### config.mk
export PLATFORM = sky130hd
export DESIGN_NAME = timing_config_ctrl_flat
export DESIGN_NICKNAME = d
export VERILOG_FILES = /design/src/rtl/timing_config_ctrl_if.sv /design/src/rtl/timing_config_ctrl.sv /design/src/flat_wrapper.sv
export SDC_FILE = /design/constraint.sdc
export NUM_CORES = 1
export LEC_CHECK = 0
export ABC_AREA = 1
export ABC_CLOCK_PERIOD_IN_PS = 3900
export BUFFER_PORTS_ARGS = -buffer_cell sky130_fd_sc_hd__buf_4
export CAP_MARGIN = 25
export CELL_PAD_IN_SITES_DETAIL_PLACEMENT = 0
export CELL_PAD_IN_SITES_GLOBAL_PLACEMENT = 1
export CORE_MARGIN = 2
export CORE_UTILIZATION = 44
export CTS_BUF_LIST = sky130_fd_sc_hd__clkbuf_8
export DETAILED_ROUTE_END_ITERATION = 10
export PLACE_DENSITY = 0.91
export SETUP_SLACK_MARGIN = 0.2
export SYNTH_ARGS = -nofsm -noshare
export SYNTH_HDL_FRONTEND = slang
export SYNTH_SLANG_ARGS = --single-unit
### constraint.sdc
create_clock -name clock -period 3.9 [get_ports clock]
set_input_delay 0.78 -clock clock [delete_from_list [all_inputs] [get_ports clock]]
set_output_delay 0.78 -clock clock [all_outputs]
set_load 0.01 [all_outputs]
### src/rtl/timing_config_ctrl_if.sv
// Configuration bus between a requester and the timing configuration controller.
// The requester drives the cfg_* request fields; the controller returns the
// programming strobe, target select, value and status.
interface timing_config_ctrl_if;
  logic       cfg_start;
  logic [3:0] cfg_base;
  logic [3:0] cfg_ext;
  logic [3:0] cfg_yel;
  logic       prog_sync;
  logic [1:0] time_parameter_selector;
  logic [3:0] time_value;
  logic       busy;
  logic       done;
  logic       cfg_error;
  logic [7:0] load_count;

  modport master (
    output cfg_start, cfg_base, cfg_ext, cfg_yel,
    input  prog_sync, time_parameter_selector, time_value,
    input  busy, done, cfg_error, load_count
  );

  modport slave (
    input  cfg_start, cfg_base, cfg_ext, cfg_yel,
    output prog_sync, time_parameter_selector, time_value,
    output busy, done, cfg_error, load_count
  );
endinterface

### src/rtl/timing_config_ctrl.sv
// Timing configuration controller: captures a BASE/EXT/YELLOW interval set,
// validates it, writes the three values one per cycle to the parameter store,
// holds the program strobe for HOLD_CYCLES, then reports completion.
// All outputs are decoded from registered state only.
module timing_config_ctrl #(
  parameter int unsigned HOLD_CYCLES = 4,
  parameter int unsigned MIN_VALUE   = 1
) (
  input  logic clock,
  input  logic reset_n,
  timing_config_ctrl_if.slave bus
);

  localparam logic [3:0] LP_HOLD_LOAD = 4'(HOLD_CYCLES - 1);
  localparam logic [3:0] LP_MIN_VALUE = 4'(MIN_VALUE);
  localparam logic [1:0] LP_SEL_NONE  = 2'd3;

  typedef enum logic [2:0] {
    IDLE,
    CHECK,
    WR_BASE,
    WR_EXT,
    WR_YEL,
    HOLD,
    DONE,
    ERR
  } state_t;

  state_t     r_state;
  state_t     w_nextState;
  logic [3:0] r_base;
  logic [3:0] r_ext;
  logic [3:0] r_yel;
  logic [3:0] r_holdCnt;
  logic [7:0] r_loadCount;
  logic       w_reject;

  logic       w_progSync;
  logic [1:0] w_selector;
  logic [3:0] w_timeValue;
  logic       w_busy;
  logic       w_done;
  logic       w_cfgError;

  assign w_reject = (r_base < LP_MIN_VALUE) || (r_ext < LP_MIN_VALUE) ||
                    (r_yel < LP_MIN_VALUE) || (r_yel > r_base);

  // State register; reset aborts any load in progress
  always_ff @(posedge clock or negedge reset_n) begin
    if (!reset_n) begin
      r_state <= IDLE;
    end else begin
      r_state <= w_nextState;
    end
  end

  // Next-state logic; cfg_start only matters in IDLE so requests while busy are dropped
  always_comb begin
    w_nextState = r_state;
    case (r_state)
      IDLE:    if (bus.cfg_start) w_nextState = CHECK;
      CHECK:   w_nextState = w_reject ? ERR : WR_BASE;
      WR_BASE: w_nextState = WR_EXT;
      WR_EXT:  w_nextState = WR_YEL;
      WR_YEL:  w_nextState = HOLD;
      HOLD:    if (r_holdCnt == 4'd0) w_nextState = DONE;
      DONE:    w_nextState = IDLE;
      ERR:     w_nextState = IDLE;
      default: w_nextState = IDLE;
    endcase
  end

  // Capture the request on acceptance so later input changes cannot disturb the load
  always_ff @(posedge clock or negedge reset_n) begin
    if (!reset_n) begin
      r_base <= 4'd0;
      r_ext  <= 4'd0;
      r_yel  <= 4'd0;
    end else if ((r_state == IDLE) && bus.cfg_start) begin
      r_base <= bus.cfg_base;
      r_ext  <= bus.cfg_ext;
      r_yel  <= bus.cfg_yel;
    end
  end

  // Hold down-counter, loaded on the way into HOLD so HOLD lasts exactly HOLD_CYCLES
  always_ff @(posedge clock or negedge reset_n) begin
    if (!reset_n) begin
      r_holdCnt <= 4'd0;
    end else if (r_state == WR_YEL) begin
      r_holdCnt <= LP_HOLD_LOAD;
    end else if ((r_state == HOLD) && (r_holdCnt != 4'd0)) begin
      r_holdCnt <= r_holdCnt - 4'd1;
    end
  end

  // Successful-load counter, saturating at 255
  always_ff @(posedge clock or negedge reset_n) begin
    if (!reset_n) begin
      r_loadCount <= 8'd0;
    end else if ((r_state == DONE) && (r_loadCount != 8'hFF)) begin
      r_loadCount <= r_loadCount + 8'd1;
    end
  end

  // Moore output decode from the registered state and captured values
  always_comb begin
    w_progSync  = 1'b0;
    w_selector  = LP_SEL_NONE;
    w_timeValue = 4'd0;
    w_busy      = (r_state != IDLE);
    w_done      = 1'b0;
    w_cfgError  = 1'b0;
    case (r_state)
      WR_BASE: begin
        w_progSync  = 1'b1;
        w_selector  = 2'd0;
        w_timeValue = r_base;
      end
      WR_EXT: begin
        w_progSync  = 1'b1;
        w_selector  = 2'd1;
        w_timeValue = r_ext;
      end
      WR_YEL: begin
        w_progSync  = 1'b1;
        w_selector  = 2'd2;
        w_timeValue = r_yel;
      end
      HOLD:    w_progSync = 1'b1;
      DONE:    w_done     = 1'b1;
      ERR:     w_cfgError = 1'b1;
      default: ;
    endcase
  end

  assign bus.prog_sync               = w_progSync;
  assign bus.time_parameter_selector = w_selector;
  assign bus.time_value              = w_timeValue;
  assign bus.busy                    = w_busy;
  assign bus.done                    = w_done;
  assign bus.cfg_error               = w_cfgError;
  assign bus.load_count              = r_loadCount;

endmodule

### src/flat_wrapper.sv
// flat-port wrapper written by rule: the top's interface ports become plain ports
module timing_config_ctrl_flat 
#(
  parameter int unsigned HOLD_CYCLES = 4,
  parameter int unsigned MIN_VALUE   = 1
)
  (clock, reset_n, bus_cfg_start, bus_cfg_base, bus_cfg_ext, bus_cfg_yel, bus_prog_sync, bus_time_parameter_selector, bus_time_value, bus_busy, bus_done, bus_cfg_error, bus_load_count);
  timing_config_ctrl_if bus_i ();
  input  logic clock;
  input  logic reset_n;
  input wire logic [$bits(bus_i.cfg_start)-1:0] bus_cfg_start;
  input wire logic [$bits(bus_i.cfg_base)-1:0] bus_cfg_base;
  input wire logic [$bits(bus_i.cfg_ext)-1:0] bus_cfg_ext;
  input wire logic [$bits(bus_i.cfg_yel)-1:0] bus_cfg_yel;
  output wire logic [$bits(bus_i.prog_sync)-1:0] bus_prog_sync;
  output wire logic [$bits(bus_i.time_parameter_selector)-1:0] bus_time_parameter_selector;
  output wire logic [$bits(bus_i.time_value)-1:0] bus_time_value;
  output wire logic [$bits(bus_i.busy)-1:0] bus_busy;
  output wire logic [$bits(bus_i.done)-1:0] bus_done;
  output wire logic [$bits(bus_i.cfg_error)-1:0] bus_cfg_error;
  output wire logic [$bits(bus_i.load_count)-1:0] bus_load_count;
  assign bus_i.cfg_start = bus_cfg_start;
  assign bus_i.cfg_base = bus_cfg_base;
  assign bus_i.cfg_ext = bus_cfg_ext;
  assign bus_i.cfg_yel = bus_cfg_yel;
  assign bus_prog_sync = bus_i.prog_sync;
  assign bus_time_parameter_selector = bus_i.time_parameter_selector;
  assign bus_time_value = bus_i.time_value;
  assign bus_busy = bus_i.busy;
  assign bus_done = bus_i.done;
  assign bus_cfg_error = bus_i.cfg_error;
  assign bus_load_count = bus_i.load_count;
  timing_config_ctrl #(.HOLD_CYCLES(HOLD_CYCLES), .MIN_VALUE(MIN_VALUE)) u_core (.clock(clock), .reset_n(reset_n), .bus(bus_i));
endmodule
# [Word-level counts from Yosys, hierarchy flattened]
# Cells that the tools add are included.
[word_totals] reg_bits=27 input_bits=15 out_inout_bits=18
[op_classes] add_sub_neg=2 magnitude_cmp=4 n_eq_ne=10 mux=11 reduce_logical=14
[op_table] cell="$pmux W3 S7" n=1
[op_table] cell="$eq A3 B3 Y1 const B" n=4
[op_table] cell="$lt A4 B1 Y1 const B" n=3
[op_table] cell="$pmux W4 S3" n=1
[op_table] cell="$mux W3" n=3
[op_table] cell="$add A8 B1 Y8 const B" n=1
[op_table] cell="$mux W4" n=2
[op_table] cell="$ne A8 B8 Y1 const B" n=1
[op_table] cell="$eq A3 B2 Y1 const B" n=2
[op_table] cell="$pmux W2 S3" n=1
[op_table] cell="$gt A4 B4 Y1" n=1
[op_table] cell="$logic_not A4 Y1" n=1
[op_table] cell="$reduce_bool A4 Y1" n=1
[op_table] cell="$reduce_or A4 Y1" n=1
[op_table] cell="$sub A4 B1 Y4 const B" n=1
[op_table] cell="$eq A3 B1 Y1 const B" n=1
[op_table] cell="$logic_and A1 B1 Y1" n=3
[op_table] cell="$logic_not A3 Y1" n=1
[op_table] cell="$logic_or A1 B1 Y1" n=3
[op_table] cell="$mux W1" n=3
[op_table] cell="$reduce_bool A3 Y1" n=1
[op_table] cell="$ne A2 B1 Y1 const B" n=1
[op_table] cell="$ne A2 B2 Y1 const B" n=1
[op_table] cell="$reduce_and A2 Y1" n=1
[op_table] cell="2 further kinds" n=2

# [Longest topological paths before layout]
[depth] word_depth=6 depth_mapped=11 depth_no_buf=11

# [Worst setup path after synthesis]
# Ideal clock, no wire load.
[synth_path] kind="flip-flop to output port" startpoint="register u_core.r_state[2]" endpoint="output bus_time_parameter_selector[0]" t_arrival_ns=1.076 slack_ns=2.044 stages_incl_launch_ff=4 path_cell_list="dfrtp_1 nor3_1 inv_1 o21ai_0"
[synth_via] elab_chain_cells=2
[synth_rtl] item="from (decl)" line="timing_config_ctrl.sv:29" source="state_t r_state;"
[synth_rtl] item="from (signal assigned)" line="timing_config_ctrl.sv:53" source="r_state <= w_nextState;"
[synth_rtl] item="$eq A3 B3 Y1 or $eq A3 B2 Y1 (tied branches)" line="timing_config_ctrl.sv:114" source="case (r_state)"
[synth_rtl] item="$pmux W2 S3 (*)" line="timing_config_ctrl.sv:114"
[synth_rtl] item="to (decl)" line="flat_wrapper.sv:16" source="output wire logic [$bits(bus_i.time_parameter_selector)-1:0] bus_time_parameter_selector;"
# Mark *: on every way between the ends. The rest lies on a longest branch, timed or not.

# [Final worst setup path]
[layout_path] startpoint="register u_core.r_state[0]" endpoint="output bus_time_parameter_selector[1]"
# Same word-level chain as after synthesis.

==> impl_metrics.tcl <==
set metrics [dict create \
    globalRouteTotalUtil_pct 16.8 \
    yosysUniqueCellTypes 23 \
    clock_tree.root_cell "clkbuf_8" \
    design.core.area_sq_um 3280 \
    pre_cts_ws_ps 1730 \
    ctsResizeCount 0 \
    syn-instance-count 181 \
    route.detailed.drc 0 \
    worst-endpoint-arrival_ps 1690 \
    postCtsSetupRepairBufs 0 \
    finClkSkew_ps 3.35 \
    num_cts_buffers 3 \
    fin_tns_setup_ps 0 \
    cts.clk_slew.worst_paths_ps 90 \
    drt_first_pass_iters 4 \
    run_status "complete, no violations" \
    routed_wirelength_mm 2.85 \
    final_antenna_net_count 0 \
    layout.cells.most_common "nand2_1" \
    mappedNetlistNets 202 \
    hold_crit_class "input pin to async pin" \
    grt_remaining_overflow 0 \
    place_hpwl_mm 2.21 \
    synthesis.area_per_instance_sq_um 8.23 \
    timing.rr.start "u_core.r_state[0]" \
    final_number_of_max_transition_violations 0 \
    grt_pass1_vias 1200 \
    final.setup.worst_slack_ps 1430 \
    area_delta_synth_final_pct 22.3 \
    die_x_um 62.2 \
    num_io_pins 33 \
    final_cycle_utilization_of_the_critical_path_pct 63.4 \
    powerDensity_nw_per_um2 717 \
    path_class "flip-flop to output pin" \
    hold_buffers 0 \
    grt_max_degree 28 \
    mappedNetlistArea_sq_um 1490 \
    wire_length_of_the_first_global_routing_pass_mm 5.32 \
    ys_warn_count 0 \
    ff2ff_setup_slack_ps 2440 \
    gpl.final_weighted_congestion 0.834 \
    cts_tree "yes" \
    cp-startpoint "u_core.r_state[0]" \
    clock_insertion_delay_worst_skew_ps 270 \
    first_iter_violations 85 \
    crit_required_ps 3120 \
    grt_setup_unrepaired "false" \
    clock_tree.buffer_depth 2 \
    worst-path-max-fanout 6 \
    p_total_mw 1.31 \
    max_cap_violations 0 \
    worst_r2r_path_depth 3 \
    routed_wire_length_per_instance_um 10.9 \
    final-setup-viol-count 0 \
    drt-vias-per-instance 4.69 \
    hold_viol_final 0 \
    antenna_cells 0 \
    period_minus_slack_ps 2470 \
    floorplan.die.height_um 62.2 \
    max_slew.worst_pin.slew_ps 627 \
    timing.fmax_mhz 404 \
    grt_antenna_before_repair 0 \
    timing.slew.headroom_pct 57.9 \
    layout-drive-gt1-share_pct 23.1 \
    cts.sinks 27 \
    p_leak_nw 0.970 \
    synth.ff_latch_count 27 \
    total_number_of_vias 1229 \
    die_area_sq_um 3870 \
    commonest_non_fill_non_tap_cells_in_the_layout "46 x nand2_1, 32 x buf_4, 27 x dfrtp_1" \
    crit_path_start_kind "flip-flop" \
    irDropWorstVdd_uv 329 \
    cts-htree-levels 1 \
    num-nets-final 238 \
    placementRows 21 \
    worst_setup_path_end_kind "output pin" \
    synth-seq-area-share_pct 45.3 \
    place.port_buffers 32 \
    floorplan.initialDensity_pct 45.4 \
]
==> metrics by stage <==
stage,instances,utilization (%),instance area [sq um],hold WS [ps]
6_report,262,55.5,1820,408
5_1_grt,262,55.5,1820,412
4_1_cts,262,55.5,1820,413
3_5_place_dp,258,54.1,1780,492
3_3_place_gp,258,54.1,1780,487
2_1_floorplan,181,-,1490,470
==> cells by family after synthesis <==
logic type               count (synthesis)  share of synthesized area, %
buffers and inverters                   27                          7.47
multiplexers                             6                          4.53
XOR/XNOR                                 5                          2.94
flip-flops                              27                          45.3
AND/OR/NAND/NOR                         89                          26.6
adder cells (fa/ha/maj)                  6                          5.04
AO/OA/AOI/OAI                           21                          8.06
==> cells in the mapped netlist, drive strengths merged <==
cell / n / area (sq um)
a21oi: 12 / 60.1
inv: 26 / 100
nand2: 49 / 201
o221ai: 2 / 17.5
mux2: 6 / 67.6
xor2: 3 / 26.3
dfrtp: 27 / 676
nor3: 4 / 20.0
o21ai: 4 / 20.0
xnor2: 2 / 17.5
ha: 6 / 75.1
nand3: 9 / 50.1
nor2: 24 / 105
nand3b: 1 / 7.51
nand4: 2 / 12.5
buf: 1 / 11.3
o211ai: 3 / 22.5
==> final timing paths <==
kind | to
min in group clock | u_core.r_holdCnt[1]
max in group asynchronous | u_core.r_ext[0]
max reg2reg | u_core.r_yel[3]
min reg2reg | u_core.r_holdCnt[1]
min | u_core.r_base[2]
max | bus_time_parameter_selector[1]
==> report_power, final <==
group          internal, mW  total, mW  switching (mW)  leakage (nW)
clock                0.0715      0.155          0.0835        0.0255
sequential            0.392      0.477          0.0844         0.328
combinational         0.291      0.676           0.385         0.617
total                 0.755       1.31           0.553         0.970
==> sequential cells by signal, indices dropped and copies added (netlist names) <==
name and cells:
u_core.r_holdCnt 4, u_core.r_base 4, u_core.r_state 3, u_core.r_yel 4
u_core.r_ext 4, u_core.bus.load_count 8
==> cell type report <==
type                    count  area [sq um]
multi-input cells         127           703
flip-flops and latches     27           676
repair buffers             32           240
fillers                   325          1460
clock buffers               3          41.3
well taps                  46          57.6
inverters                  26           100
clock inverters             1          5.00
==> worst max-delay path, cell delays in order, from the launching register on <==
cell	delay, ps
dfrtp_1	390
inv_1	90
nor3_1	530
inv_1	130
nand2_1	100
inv_1	50
buf_4	130
==> metal layers <==
metal	GRT usage [%]	up-vias	wire length, um
met5	0	-	0
met4	5.83	0	36
met3	3.08	4	124
met2	24.5	25	1240
met1	25.1	549	1450
li1	-	651	-
(Power assumes the default switching activity.)
